==> src/rtl/divider_8bit_seq.sv <==
// Multi-cycle unsigned restoring divider.
// One subtract-and-shift step is performed per clock while in CALC; a zero
// divisor bypasses the iterations and reports an all-ones quotient with the
// dividend as remainder.
//
// Handshake: start is sampled only while idle (busy=0, done=0). The rising
// edge that samples start=1 in IDLE captures dividend/divisor; start at any
// other time is ignored and not queued. done is a one-cycle pulse during which
// quotient/remainder/div_by_zero are valid; those outputs then hold until the
// next completed operation or reset.
module divider_8bit_seq #(
    parameter int WIDTH = 8
) (
    input  logic             clk,
    input  logic             rst_n,
    input  logic             start,
    input  logic [WIDTH-1:0] dividend,
    input  logic [WIDTH-1:0] divisor,
    output logic             busy,
    output logic             done,
    output logic [WIDTH-1:0] quotient,
    output logic [WIDTH-1:0] remainder,
    output logic             div_by_zero
);

    localparam int CW = (WIDTH > 2) ? $clog2(WIDTH) : 1;
    localparam logic [CW-1:0] LAST = CW'(WIDTH - 1);

    typedef enum logic [1:0] {
        IDLE = 2'd0,
        CALC = 2'd1,
        DONE = 2'd2
    } state_t;

    state_t           state;
    logic [CW-1:0]    count;
    logic [WIDTH-1:0] r_reg;
    logic [WIDTH-1:0] q_reg;
    logic [WIDTH-1:0] dvs_reg;

    logic [WIDTH:0]   t_val;
    logic [WIDTH:0]   diff;
    logic             ge;
    logic [WIDTH-1:0] next_r;
    logic [WIDTH-1:0] next_q;

    assign busy = (state == CALC);
    assign done = (state == DONE);

    // One restoring step: shift {R,Q} left, trial-subtract the divisor in
    // WIDTH+1 bits so a partial remainder with its MSB set cannot overflow.
    always_comb begin
        t_val  = {r_reg, q_reg[WIDTH-1]};
        diff   = t_val - {1'b0, dvs_reg};
        ge     = (t_val >= {1'b0, dvs_reg});
        next_r = ge ? diff[WIDTH-1:0] : t_val[WIDTH-1:0];
        next_q = {q_reg[WIDTH-2:0], ge};
    end

    // Control FSM and datapath registers; reset discards any operation in flight.
    always_ff @(posedge clk) begin
        if (!rst_n) begin
            state       <= IDLE;
            count       <= '0;
            r_reg       <= '0;
            q_reg       <= '0;
            dvs_reg     <= '0;
            quotient    <= '0;
            remainder   <= '0;
            div_by_zero <= 1'b0;
        end else begin
            case (state)
                IDLE: begin
                    if (start) begin
                        dvs_reg <= divisor;
                        if (divisor == '0) begin
                            quotient    <= '1;
                            remainder   <= dividend;
                            div_by_zero <= 1'b1;
                            state       <= DONE;
                        end else begin
                            r_reg <= '0;
                            q_reg <= dividend;
                            count <= '0;
                            state <= CALC;
                        end
                    end
                end
                CALC: begin
                    r_reg <= next_r;
                    q_reg <= next_q;
                    count <= count + 1'b1;
                    if (count == LAST) begin
                        quotient    <= next_q;
                        remainder   <= next_r;
                        div_by_zero <= 1'b0;
                        state       <= DONE;
                    end
                end
                DONE: begin
                    state <= IDLE;
                end
                default: begin
                    state <= IDLE;
                end
            endcase
        end
    end

endmodule

==> config.mk <==
export PLATFORM = sky130hd
export DESIGN_NAME = divider_8bit_seq
export DESIGN_NICKNAME = d
export VERILOG_FILES = /design/src/rtl/divider_8bit_seq.sv
export SDC_FILE = /design/constraint.sdc
export NUM_CORES = 1
export LEC_CHECK = 0
export BUFFER_PORTS_ARGS = -buffer_cell sky130_fd_sc_hd__buf_4
export CORE_MARGIN = 2
export CORE_UTILIZATION = 50
export CTS_CLUSTER_SIZE = 24
export DETAILED_ROUTE_END_ITERATION = 16
export GPL_ROUTABILITY_DRIVEN = 0
export PLACE_DENSITY = 0.7
export SYNTH_ARGS = -nofsm -noshare
export SYNTH_HDL_FRONTEND = slang
export SYNTH_SLANG_ARGS = --single-unit
export TNS_END_PERCENT = 30
==> constraint.sdc <==
create_clock -name clk -period 2.8 [get_ports clk]
set_input_delay 0.14 -clock clk [delete_from_list [all_inputs] [get_ports clk]]
set_output_delay 0.14 -clock clk [all_outputs]
set_load 0.02 [all_outputs]
==> results of run 1 <==
-- metal layers --
| metal | vias to the layer above | part of all wire | track usage |
|---|---|---|---|
| met1 | 1039 | 0.46 | 0.3081 |
| met2 | 58 | 0.47 | 0.3714 |
| met3 | 7 | 0.053 | 0.04527 |
| li1 | 1092 | - | - |
| met4 | 0 | 0.0091 | 0.05657 |
| met5 | - | 0 | 0 |
-- worst max-delay path, cell delays in order (launching register included) --
cell	delay, ps
dfxtp_1	360
inv_1	80
ha_1	230
fa_1	410
nand2b_1	210
a2111o_1	400
o311ai_0	180
nand3_1	140
a31oi_1	160
-- stage by stage --
step	total power, W	util
2_1_floorplan	0.001088	-
3_3_place_gp	0.001179	0.5789
3_5_place_dp	0.001186	0.5789
4_1_cts	0.001562	0.5957
5_1_grt	0.001641	0.5957
6_report	0.001557	0.5957
-- worst max path at each step --
stage                                end                  start  cells past startpoint  slack, ps
3_3_place_gp   remainder[6]$_SDFFE_PN0P_  q_reg[7]$_SDFFE_PN0P_                      8        610
3_5_place_dp   remainder[6]$_SDFFE_PN0P_  q_reg[7]$_SDFFE_PN0P_                      8        590
5_1_grt        remainder[6]$_SDFFE_PN0P_  q_reg[7]$_SDFFE_PN0P_                      8        450
2_1_floorplan  remainder[2]$_SDFFE_PN0P_  r_reg[5]$_SDFFE_PN0P_                      7        790
6_report       remainder[6]$_SDFFE_PN0P_  q_reg[7]$_SDFFE_PN0P_                      8        550
4_1_cts        remainder[6]$_SDFFE_PN0P_  q_reg[7]$_SDFFE_PN0P_                      8        560
-- power groups by stage --
stage | clock network, W | logic, W | registers, W
2_1_floorplan | 0 | 0.000370 | 0.000718
3_3_place_gp | 0 | 0.000456 | 0.000724
3_5_place_dp | 0 | 0.000461 | 0.000725
4_1_cts | 0.000390 | 0.000463 | 0.000709
5_1_grt | 0.000415 | 0.000512 | 0.000714
6_report | 0.000381 | 0.000466 | 0.000710
-- cell usage in the layout, fill, tap and decap left out, types with 3 or more instances in the layout --
cell type,synthesis,layout
or2_2,3,3
nor2_1,36,36
o21ai_0,15,15
ha_1,10,10
mux2i_1,5,5
a211oi_1,3,3
clkbuf_8,0,5
a311oi_1,8,8
inv_1,12,12
buf_4,0,43
nor3_1,3,3
a31oi_1,7,7
a21oi_1,16,16
nor2b_1,4,4
o221a_2,7,7
dfxtp_1,46,46
nand3_1,11,11
nand2b_1,3,3
nand2_1,26,26
-- logic make-up after synthesis --
logic type,after synthesis
AOI/OAI and AO/OA,87
xor gates and xnor gates,2
adders and majority gates,11
buffers and inverters,30
DFF,46
muxes,5
and+or+nand+nor,100
-- area by class of cell --
type	count	area, µm²	area share
repair buffers	43	322.8	0.1155
clock inverters	2	10.01	0.003581
clock buffers	5	68.82	0.02462
well taps	54	67.56	0.02417
multi-input cells	205	1356	0.4852
inverters	13	48.80	0.01746
flip-flops and latches	46	920.9	0.3295
==> metrics list, run 1 <==
- After detailed routing, the average wire length per cell comes to 15.57 µm.
- Layout Skew: 5.610 ps
- Tightest slew margin relative to the limit: 0.5281
- Of the total synthesized cell area, the portion taken by AND, OR, NAND and NOR gates is 0.1976.
- In the synthesized netlist, the cells that appear most often are dfxtp_1 (46), nor2_1 (36), nand2_1 (26).
- After layout, the worst setup slack is 551.3 ps.
* Worst r2r dst: remainder[6]$_SDFFE_PN0P_
- Combinational power share: 0.299
- Clock transition at the registers of the reported paths: 80 ps
* Capture endpoint of the worst hold path: dvs_reg[3]$_SDFFE_PN0P_
- The complex-gate fraction of the synthesized area is 0.2777.
* Adder and majority cell fraction of the synthesized area: 0.06032
* Net count of the finished layout: 344
- NetSw: 0.0005107 W
- Of the synthesized area, sequential elements account for 0.3827.
- Buffers on Ports: 37
* DP Area: 2716 µm²
- Number of cells produced by synthesis: 281
- Number of distinct standard cells referenced by the synthesized netlist: 58
* Post-synthesis xor/xnor area fraction: 0.007280
- Cell taking the most area after synthesis: dfxtp_1
* Area of the core region: 4692 µm²
- For this design the ratio of total power to cell area is 557.0 nW/µm².
- Static leakage: 1.198 nW
- By instance count, the leading cell after synthesis is dfxtp_1.
- Crit path kind: flop to flop
- Dividing the detail-routed via count by the number of cells gives 5.967.
- Floorplan die height: 73.37 µm
* Total global routing track utilization: 0.2271
- The initial utilization of the core area, before any placement, comes to 0.5128.
- Excluding fillers, the count of instances in the completed layout stands at 368.
- Grt ovf: 0
* Growth of design area from synthesis to finish: 16.17%
* Reg2reg setup slack: 550 ps
- Share of Yosys cell area claimed by the top area cell type: 0.3827
- Clock buffers created by TritonCTS: 5
* # fillers: 439
- DRC Markers: 0
* Max-slew violation count: 0
* Arrival time at the worst endpoint: 2480 ps
* Number of global-route vias before repair: 2,044
* Max-cap violations: 0
* Setup crit start kind: flop
* VDD IR-drop max: 0.2924 mV
- RSZ-0062 raised after global routing: no
* Outcome: finished, final reports clean
- After synthesis the cells add up to 2406 µm².
* Clock Latency Late Sink: 300 ps
* Antenna violations before repair: 0
* Largest net degree at the start of global routing: 24
- Dpl hpwl: 4200 µm
- TritonCTS clock tree: yes
* Post-synthesis area per instance: 8.562 µm²
* Proportion of register bits with asynchronous set or reset after synthesis: 0
- Total of cells resized after clock tree synthesis: 0
* Number of optimization iterations in the first detailed-route pass: 4
- In this run, placement finished with an instance count of 361.
- Routed WL: 5728 µm
- Synthesized Nets: 311
- Number of buffers on the longest clock path: 2
- Period utilization: 0.8031
- The tightest hold path in the finished design has a slack of 82.36 ps.
* Diode insertion count for antenna repair: 0
* Main combinational cell family by area after synthesis: compound AO/OA/AOI/OAI gates
- The Yosys step of the flow raised 0 warnings.
* Antenna violation net count after detailed routing: 0
* Nature of the critical path endpoint: flop
- The die covers 5383 µm².
* First-pass GRT wire length: 9563 µm
- For this design, the sink count on the clock tree is 46.
- Post-layout min period: 2249 ps
- The worst register-to-register path has a depth of 8.
- In this run the post-CTS setup repair buffer count came out at 0.
- RR Startpoint: q_reg[7]$_SDFFE_PN0P_
- Number of flops mapped to enable cells by yosys: 0
* Cell Int Power: 0.001046 W
* Area of all placed cells without fillers: 2795 µm²
* Setup-failing EPs final: 0
- Slew at the pin with the worst max-slew slack: 706.2 ps
- The initialized floorplan defines 25 standard-cell rows.
* Class of the worst hold path: primary input to flop
- Sw Share: 0.3281
- Place WS: 594.0 ps
- Of the total power, registers draw 0.456.
* Biggest fanout along the worst timing path: 3
* CTS hold repair buffers: 0
- The startpoint identified for the worst hold timing path is divisor[3].
- Vias after detailed routing: 2,196
- Of the total power, the clock network draws 0.245.
* Clock tree root driver cell: clkbuf_8
* Top-level I/O count: 38
- Of the cells placed in the final design, the portion with a size suffix greater than 1 is 0.2325.
* Hold violation count in the final report: 0
- The portion of synthesized area spent on multiplexers is 0.02080.
* DRT iter0 DRCs: 195
* Most used flip-flop cell after synthesis: dfxtp_1
- In the post-synthesis netlist, the biggest area contributors are dfxtp_1 (38%), nor2_1 (5.6%), ha_1 (5.2%).
- The clock tree synthesis step divided the H-tree into 2 levels.
* Flops & latches, synth: 46
- Die X-Extent: 73.37 µm
* Req. time, crit path: 3030 ps
- After routing, the total negative slack on setup checks comes to 0 ps.
* Cells on Worst Hold Path: 3
- Maximum operating frequency: 444.7 MHz
(Power assumes the default switching activity.)
==> run 2, diff against run 1 <==
--- a/config.mk
+++ b/config.mk
@@ -11,7 +11,7 @@
 export CTS_CLUSTER_SIZE = 24
 export DETAILED_ROUTE_END_ITERATION = 16
 export GPL_ROUTABILITY_DRIVEN = 0
-export PLACE_DENSITY = 0.7
+export PLACE_DENSITY = 0.73
 export SYNTH_ARGS = -nofsm -noshare
 export SYNTH_HDL_FRONTEND = slang
 export SYNTH_SLANG_ARGS = --single-unit
==> constraint.sdc (replaced) <==
create_clock -name clk -period 2 [get_ports clk]
set_input_delay 0.1 -clock clk [delete_from_list [all_inputs] [get_ports clk]]
set_output_delay 0.1 -clock clk [all_outputs]
set_load 0.02 [all_outputs]
==> run 2 against run 1 <==
Combinational power rose by 80%. Total power rose by 62%. Fmax rose by 13%. Sequential share of layout area fell by 3.4 points. Clock-buffer cell count rose by 1. Register-to-register slack got worse by 540 ps. Worst hold slack got worse by 44 ps. Core utilization rose by 7.2 points. Final cell count rose by 6.8%. Setup slack got worse by 540 ps. Largest power group unchanged. Highest routed layer unchanged.
==> metrics list, run 2 (synthesis gave the netlist of run 1 again) <==
- Outcome: finished, final reports clean (unchanged)
* Number of global-route vias before repair: 2,048 (was 2,044)
* Slew at the pin with the worst max-slew slack: 445.7 ps (was 706.2 ps)
- The post-layout minimum cycle time came to 1985 ps (was 2249 ps).
- Clock tree root driver cell: clkbuf_8 (unchanged)
* TritonCTS clock tree: yes (unchanged)
* Die X-Extent: 73.37 µm (unchanged)
- Area of the core region: 4692 µm² (unchanged)
- Area enclosed by the die boundary: 5383 µm² (unchanged)
- Maximum operating frequency: 503.9 MHz (was 444.7 MHz)
- The relative max-transition margin was 0.6998 (was 0.5281).
- The number of buffers and inverters on the critical path is 1 (unchanged).
* Number of rows in the core area: 25 (unchanged)
- Starting density of the core: 0.5128 (unchanged)
- Arrival time at the worst endpoint: 2170 ps (was 2480 ps)
- The share of the clock period used by the worst path after layout is 0.9923 (was 0.8031).
* Layout cells sized above 1: 0.3510 (was 0.2325)
- The number of ports placed on the die boundary was 38 (unchanged).
- The initial antenna violation count is 0 (unchanged).
- The maximum clock insertion buffer count was 2 (unchanged).
* Worst setup margin: 15.43 ps (was 551.3 ps)
- Met1 Resource Use GR: 0.3096 (was 0.3081)
- Nature of the critical path endpoint: flop (unchanged)
- The total DRC errors in the routed layout came to 0 (unchanged).
* Max-cap violations: 0 (unchanged)
- Antenna violation net count after detailed routing: 0 (unchanged)
* Buffers on Ports: 37 (unchanged)
- Worst-path cell with the longest stage delay: a221o_2 (was fa_1)
* Met2 Track Usage GR: 0.3674 (was 0.3714)
- The global routing's busiest layer is met2 (unchanged).
- Capture endpoint of the worst hold path: dvs_reg[5]$_SDFFE_PN0P_ (was dvs_reg[3]$_SDFFE_PN0P_)
- Post-route core utilization: 0.6675 (was 0.5957)
- CP cell instances: inv_2 > ha_4 > a21o_4 > a221o_2 > a21oi_4 > mux2i_2 > a31oi_1 (was inv_1 > ha_1 > fa_1 > nand2b_1 > a2111o_1 > o311ai_0 > nand3_1 > a31oi_1).
* RR Startpoint: dvs_reg[6]$_SDFFE_PN0P_ (was q_reg[7]$_SDFFE_PN0P_)
- The wire length of the first global-routing pass is 9508 µm (was 9563 µm).
* Static leakage: 1.329 nW (was 1.198 nW)
- Vias per inst: 5.636 (was 5.967)
- The number of nets in the layout was 368 (was 344).
* VDD IR-drop max: 0.5198 mV (was 0.2924 mV)
- Vias after detailed routing: 2,215 (was 2,196)
- Most used cells in the layout excluding fill and tap cells: buf_4 (66), dfxtp_1 (42), nor2_1 (36), nand2_1 (26), a21oi_1 (15) (was dfxtp_1 (46), buf_4 (43), nor2_1 (36), nand2_1 (26), a21oi_1 (16))
- Worst Min Path Start: divisor[5] (was divisor[3])
* # H-tree levels: 2 (unchanged)
- The remaining global-route overflow was 0 (unchanged).
- The path depth of the worst reg2reg path is 7 (was 8).
- The type of the most critical hold path is primary input to flop (unchanged).
- The number of diodes added for antenna fixing came to 0 (unchanged).
- Maximum cell stage delay along the critical path: 440 ps (was 410 ps)
- The critical path class is flop to flop (unchanged).
- RSZ-0062 raised after global routing: yes (was no).
- Num Clock Sinks: 46 (unchanged)
- The HPWL reported at the end of detailed placement is 4288 µm (was 4200 µm).
- The worst-path maximum fanout was 6 (was 3).
- Hold violation count in the final report: 0 (unchanged)
* Power density relative to cell area: 806.7 nW/µm² (was 557.0 nW/µm²)
- Met3 track demand over resource in global routing: 0.04252 (was 0.04527)
- Final TNS setup: 0 ps (unchanged)
- The area added between synthesis and finish came to 30.16% (was 16.17%).
- Routed WL: 5978 µm (was 5728 µm)
- Clock transition at the registers of the reported paths: 90 ps (was 80 ps)
- The leading cell type in the layout, fill and taps excluded is buf_4 (was dfxtp_1).
- The setup slack after placement came to -83.84 ps (was 594.0 ps).
* Reg2reg setup slack: 20 ps (was 550 ps)
* Worst r2r dst: remainder[1]$_SDFFE_PN0P_ (was remainder[6]$_SDFFE_PN0P_)
* Clock buffers created by TritonCTS: 5 (unchanged)
- The vertical die dimension came to 73.37 µm (unchanged).
- The setup-violating endpoint count in the final report was 0 (unchanged).
* Clock Latency Late Sink: 300 ps (about the same)
- The worst clock skew was 7.408 ps (was 5.610 ps).
- The average detailed-routed wire length per instance was 15.21 µm (was 15.57 µm).
- The startpoint type of the worst setup path was a flop (unchanged).
- Cells on Worst Hold Path: 3 (unchanged)
* Total global routing track utilization: 0.2272 (was 0.2271)
- The final number of max-transition violations came to 0 (unchanged).
- Crit path max-delay family: compound AO/OA/AOI/OAI gates (unchanged)
- The worst endpoint required time is 2190 ps (was 3030 ps).
- DRT iter0 DRCs: 130 (was 195)
* Number of optimization iterations in the first detailed-route pass: 4 (unchanged)
- Largest net degree at the start of global routing: 24 (unchanged)
==> run 2: changes by cell type in the layout (fill, tap and decap cells not counted), moves of 3 or more <==
cell	change
inv_2	+3
buf_4	+23
dfxtp_1	-4
dfxtp_2	+4
ha_4	+5
ha_1	-6
inv_1	-3
==> run 2: how the worst max path moves through the flow <==
| stage | from | to | slack [ps] | cells after the start |
|---|---|---|---|---|
| 2_1_floorplan | q_reg[7]$_SDFFE_PN0P_ | remainder[4]$_SDFFE_PN0P_ | 20 | 8 |
| 3_3_place_gp | q_reg[7]$_SDFFE_PN0P_ | remainder[4]$_SDFFE_PN0P_ | -20 | 8 |
| 3_5_place_dp | q_reg[7]$_SDFFE_PN0P_ | remainder[4]$_SDFFE_PN0P_ | -80 | 8 |
| 4_1_cts | dvs_reg[6]$_SDFFE_PN0P_ | remainder[1]$_SDFFE_PN0P_ | 20 | 7 |
| 5_1_grt | dvs_reg[3]$_SDFFE_PN0P_ | r_reg[5]$_SDFFE_PN0P_ | -80 | 7 |
| 6_report | dvs_reg[6]$_SDFFE_PN0P_ | remainder[1]$_SDFFE_PN0P_ | 20 | 7 |
==> run 2: area by class of cell <==
class | instances | area, µm²
Fill cell | 392 | 1560
Timing Repair Buffer | 67 | 506.7
Clock inverter | 2 | 37.54
Multi-Input combinational cell | 205 | 1473
Clock buffer | 6 | 72.57
Inverter | 13 | 48.80
Sequential cell | 46 | 925.9
Tap cell | 54 | 67.56
==> run 2: timing repair <==
| item | in CTS | in global routing |
|---|---|---|
| cloned | 0 | 0 |
| setup buffers | 0 | 2 |
| pin swaps | 0 | 6 |
| hold buffers | 0 | 0 |
| resized for setup | 4 | 22 |
| setup endpoints to repair | 5 | 15 |
==> run 2: worst register-to-register path, stage by stage (launching register included) <==
cell	delay, ps
dfxtp_2	320
inv_2	70
ha_4	210
a21o_4	200
a221o_2	440
a21oi_4	250
mux2i_2	280
a31oi_1	100
==> run 2: stage by stage <==
step | total power, W | instances | hold slack, ps | cell area, µm²
after detailed placement | 0.001748 | 383 | 343.2 | 2894
after CTS | 0.002451 | 391 | 34.61 | 3023
final | 0.002526 | 393 | 38.14 | 3132
after floorplan | 0.001528 | 281 | 238.6 | 2419
after global routing | 0.002663 | 393 | 43.67 | 3132
after global placement | 0.001739 | 383 | 336.8 | 2894
==> run 2: power breakdown <==
group          total [W]  switching (W)  internal, W
Clock           0.000691       0.000318     0.000373
Combinational   0.000839       0.000432     0.000407
Sequential      0.000996      0.0000345     0.000962
Total            0.00253       0.000785      0.00174
==> run 2: layer usage <==
layer  part of all wire  up-vias
li1                   -     1142
met1               0.45     1003
met2               0.48       64
met3              0.060        6
met4              0.012        0
met5                  0        -
==> run 3, diff against run 2 <==
--- a/config.mk
+++ b/config.mk
@@ -5,13 +5,14 @@
 export SDC_FILE = /design/constraint.sdc
 export NUM_CORES = 1
 export LEC_CHECK = 0
+export ABC_AREA = 1
 export BUFFER_PORTS_ARGS = -buffer_cell sky130_fd_sc_hd__buf_4
 export CORE_MARGIN = 2
 export CORE_UTILIZATION = 50
 export CTS_CLUSTER_SIZE = 24
 export DETAILED_ROUTE_END_ITERATION = 16
 export GPL_ROUTABILITY_DRIVEN = 0
-export PLACE_DENSITY = 0.73
+export PLACE_DENSITY = 0.72
 export SYNTH_ARGS = -nofsm -noshare
 export SYNTH_HDL_FRONTEND = slang
 export SYNTH_SLANG_ARGS = --single-unit
==> run 3 against run 2 <==
Flip-flop and latch count unchanged. Clock power shrank 12%. First-iteration DRC count increased by 17%. Combinational power up 23%. Largest cell class unchanged.
==> metrics list, run 3 <==
- Outcome: finished, final reports clean (unchanged).
* DRT iter0 DRCs: 152 (was 130)
- The combinational cell fraction of total power was 0.378 (was 0.332).
* Dpl hpwl: 4581 µm (was 4288 µm)
- Number of optimization iterations in the first detailed-route pass: 4 (unchanged)
- The insertion delay of the later-clocked pin in the worst-skew pair came to 300 ps (about the same).
- Req. time, crit path: 2200 ps (was 2190 ps)
* Setup crit start kind: flop (unchanged)
- The number of ports placed on the die boundary was 38 (unchanged).
* Number of flops mapped to enable cells by yosys: 0 (unchanged)
- Number of cells produced by synthesis: 365 (was 281)
- Slew at the pin with the worst max-slew slack: 641.8 ps (was 445.7 ps)
- The fraction of power consumed by sequential logic was 0.398 (was 0.394).
* Cells on Worst Hold Path: 3 (unchanged)
- The row count was 25 (unchanged).
* Part of the Yosys area used for sequential elements: 0.3682 (was 0.3827)
- The root cell of the clock tree was clkbuf_8 (unchanged).
* Antenna violations before repair: 0 (unchanged)
* Growth of design area from synthesis to finish: 16.41% (was 30.16%)
* # H-tree levels: 2 (unchanged)
- The fraction of final layout cells with drive strength greater than 1 is 0.1625 (was 0.3510).
* Proportion of register bits with asynchronous set or reset after synthesis: 0 (unchanged)
* Capture endpoint of the worst hold path: q_reg[1]$_SDFFE_PN0P_ (was dvs_reg[5]$_SDFFE_PN0P_)
- CTS hold repair buffers: 0 (unchanged)
- First-pass GRT wire length: 9749 µm (was 9508 µm)
- Hold violation count in the final report: 0 (unchanged)
* Leading cell type in the layout, fill and taps excluded: nand2_1 (was buf_4)
- The startpoint of the worst hold path was dividend[1] (was divisor[5]).
- The total die area was 5584 µm² (was 5383 µm²).
* Max-cap violations: 0 (unchanged)
* Final TNS setup: 0 ps (unchanged)
* Cells on worst reg2reg path: 12 (was 7)
- The mean cell area of the mapped netlist came to 6.852 µm² (was 8.562 µm²).
* Post-layout min period: 1836 ps (was 1985 ps)
* Number of global-route vias before repair: 2,107 (was 2,048)
* Synth top cells by count: nand2_1 (79), nor2_1 (51), inv_1 (49) (was dfxtp_1 (46), nor2_1 (36), nand2_1 (26))
- Place WS: 151.2 ps (was -83.84 ps)
- Post-route core utilization: 0.6084 (was 0.6675)
* Worst r2r dst: r_reg[1]$_SDFFE_PN0P_ (was remainder[1]$_SDFFE_PN0P_)
- The vertical die dimension was 74.73 µm (was 73.37 µm).
- The achievable clock frequency came to 544.7 MHz (was 503.9 MHz).
- Grt ovf: 0 (unchanged)
* Share of Yosys cell area claimed by the top area cell type: 0.3682 (was 0.3827)
- Crit path kind: flop to flop (unchanged)
- Max-slew violation count: 0 (unchanged)
- Starting density of the core: 0.5226 (was 0.5128)
* Routed WL: 5933 µm (was 5978 µm)
* Arrival time at the worst endpoint: 2040 ps (was 2170 ps)
* Synthesized Nets: 395 (was 311)
* Diode insertion count for antenna repair: 0 (unchanged)
* Amount of wire on met2 after detailed routing: 2831 µm (was 2845 µm)
- The horizontal die dimension came to 74.73 µm (was 73.37 µm).
- Reg2reg setup slack: 160 ps (was 20 ps)
- Vias per inst: 5.195 (was 5.636)
- The count of different cell masters after synthesis came to 31 (was 58).
- RSZ-0062 raised after global routing: no (was yes)
* TritonCTS clock tree: yes (unchanged)
- The average detailed-routed wire length per instance was 12.70 µm (was 15.21 µm).
- The number of nets in the layout came to 429 (was 368).
* Cell taking the most area after synthesis: dfxtp_1 (unchanged)
- Warnings from Yosys: 0 (unchanged)
- Period utilization: 0.9180 (was 0.9923)
- DRT met1 WL: 2718 µm (was 2704 µm)
* Antenna violation net count after detailed routing: 0 (unchanged)
* Most common cell in the synthesized netlist: nand2_1 (was dfxtp_1)
- The cell internal power dissipation came to 0.001671 W (was 0.001741 W).
* Largest net degree at the start of global routing: 28 (was 24)
* Number of buffers on the longest clock path: 2 (unchanged)
- The number of fill cells is 460 (was 392).
- Num Clock Sinks: 46 (unchanged)
- Static leakage: 1.499 nW (was 1.329 nW)
- Setup-failing EPs final: 0 (unchanged)
- The minimum setup slack in the final design came to 164.1 ps (was 15.43 ps).
- The most common flop cell mapped by yosys was dfxtp_1 (unchanged).
- Tightest slew margin relative to the limit: 0.5716 (was 0.6998)
- The worst reg2reg path startpoint is dvs_reg[2]$_SDFFE_PN0P_ (was dvs_reg[6]$_SDFFE_PN0P_).
- The number of buffers created by CTS came to 5 (unchanged).
- The top layer reached by signal wires is met4 (unchanged).
- Flops & latches, synth: 46 (unchanged)
- Top cells by area in the synthesized netlist: dfxtp_1 (37%), nand2_1 (12%), nor2_1 (7.7%) (was dfxtp_1 (38%), nor2_1 (5.6%), ha_1 (5.2%))
- Class of the worst hold path: primary input to flop (unchanged)
* Part of the total power dissipated in the clock network: 0.224 (was 0.274)
- The net load switching power was 0.001045 W (was 0.0007849 W).
- The total track usage is 0.2316 (was 0.2272).
- The number of port buffers is 37 (unchanged).
* Most used cells in the layout excluding fill and tap cells: nand2_1 (79), nor2_1 (51), inv_1 (49), dfxtp_1 (45), buf_4 (40) (was buf_4 (66), dfxtp_1 (42), nor2_1 (36), nand2_1 (26), a21oi_1 (15))
* Biggest fanout along the worst timing path: 10 (was 6)
- Area of the core region: 4786 µm² (was 4692 µm²)
- Combined area of all synthesized cells: 2501 µm² (was 2406 µm²)
* Vias after detailed routing: 2,426 (was 2,215)
- The highest ir drop seen on vdd was 0.4727 mV (was 0.5198 mV).
* Sw Share: 0.3847 (was 0.3107)
- The power per cell area was 932.5 nW/µm² (was 806.7 nW/µm²).
* Clock transition at the registers of the reported paths: 90 ps (about the same)
- Layout Skew: 9.075 ps (was 7.408 ps)
- The nature of the critical path endpoint is a flop (unchanged).
* DRC Markers: 0 (unchanged)
* Routed wl met3: 264 µm (was 357 µm)
[run 3: per-stage QoR]
step | total power, W | cell area [µm²] | std cells | hold slack [ps]
6_report | 0.002715 | 2912 | 467 | 68.53
5_1_grt | 0.002905 | 2912 | 467 | 70.41
4_1_cts | 0.002719 | 2903 | 467 | 66.25
3_5_place_dp | 0.002110 | 2808 | 459 | 398.0
3_3_place_gp | 0.002092 | 2808 | 459 | 392.0
2_1_floorplan | 0.001848 | 2501 | 365 | 260.8
[run 3: layout make-up]
cell class,instances,area (µm²),area share
multi-input cells,254,1313,0.4508
clock inverters,1,8.758,0.003008
well taps,67,83.83,0.02879
flip-flops and latches,46,922.1,0.3167
inverters,52,197.7,0.06790
clock buffers,7,86.33,0.02965
repair buffers,40,300.3,0.1031
[run 3: worst max-delay path by stage]
| stage | start | to | slack (ps) | depth (start not counted) |
|---|---|---|---|---|
| global placement | q_reg[7]$_SDFFE_PN0P_ | remainder[4]$_SDFFE_PN0P_ | 140 | 11 |
| floorplan | q_reg[7]$_SDFFE_PN0P_ | r_reg[4]$_SDFFE_PN0P_ | 370 | 11 |
| CTS | q_reg[7]$_SDFFE_PN0P_ | remainder[4]$_SDFFE_PN0P_ | 120 | 11 |
| global route | r_reg[3]$_SDFFE_PN0P_ | r_reg[1]$_SDFFE_PN0P_ | 3 | 11 |
| finish | dvs_reg[2]$_SDFFE_PN0P_ | r_reg[1]$_SDFFE_PN0P_ | 160 | 12 |
| detailed placement | q_reg[7]$_SDFFE_PN0P_ | r_reg[4]$_SDFFE_PN0P_ | 150 | 11 |
[run 3: cells by family (layout without fill, tap and decap cells)]
kind of cell	after synthesis	in the layout	synth area share
buf+inv	65	100	0.1101
fa+ha+maj	11	11	0.05803
compound gates	57	57	0.1286
simple gates	183	183	0.3247
flops	46	46	0.3682
xor+xnor	3	3	0.01051
[run 3: worst max-delay path, cell delays in order, from the launching register on]
cell	delay, ps
dfxtp_1	320
inv_1	60
ha_1	350
nand2_1	110
nand2_1	70
nand2_1	130
nand2_1	70
nand2_1	100
nand4_4	180
nand3_1	180
nand3_1	90
nand2_1	60
inv_1	30
[run 3: metal layers]
layer	track usage	vias to the layer above
met5	0	-
met4	0.1032	0
met3	0.04284	8
met2	0.3687	48
met1	0.3073	1116
li1	-	1254
[run 3: timing repair]
action | 4_1_cts | 5_1_grt
gates resized for setup | 0 | 3
buffers inserted | 0 | 0
endpoints found under the setup margin | 0 | 3
[run 3: power by group through the flow]
stage               Combinational, W  Clock [W]  Sequential (W)
finish                       0.00103   0.000609         0.00108
global route                 0.00115   0.000664         0.00109
CTS                          0.00101   0.000627         0.00108
detailed placement           0.00101          0         0.00110
global placement            0.000992          0         0.00110
floorplan                   0.000715          0         0.00113
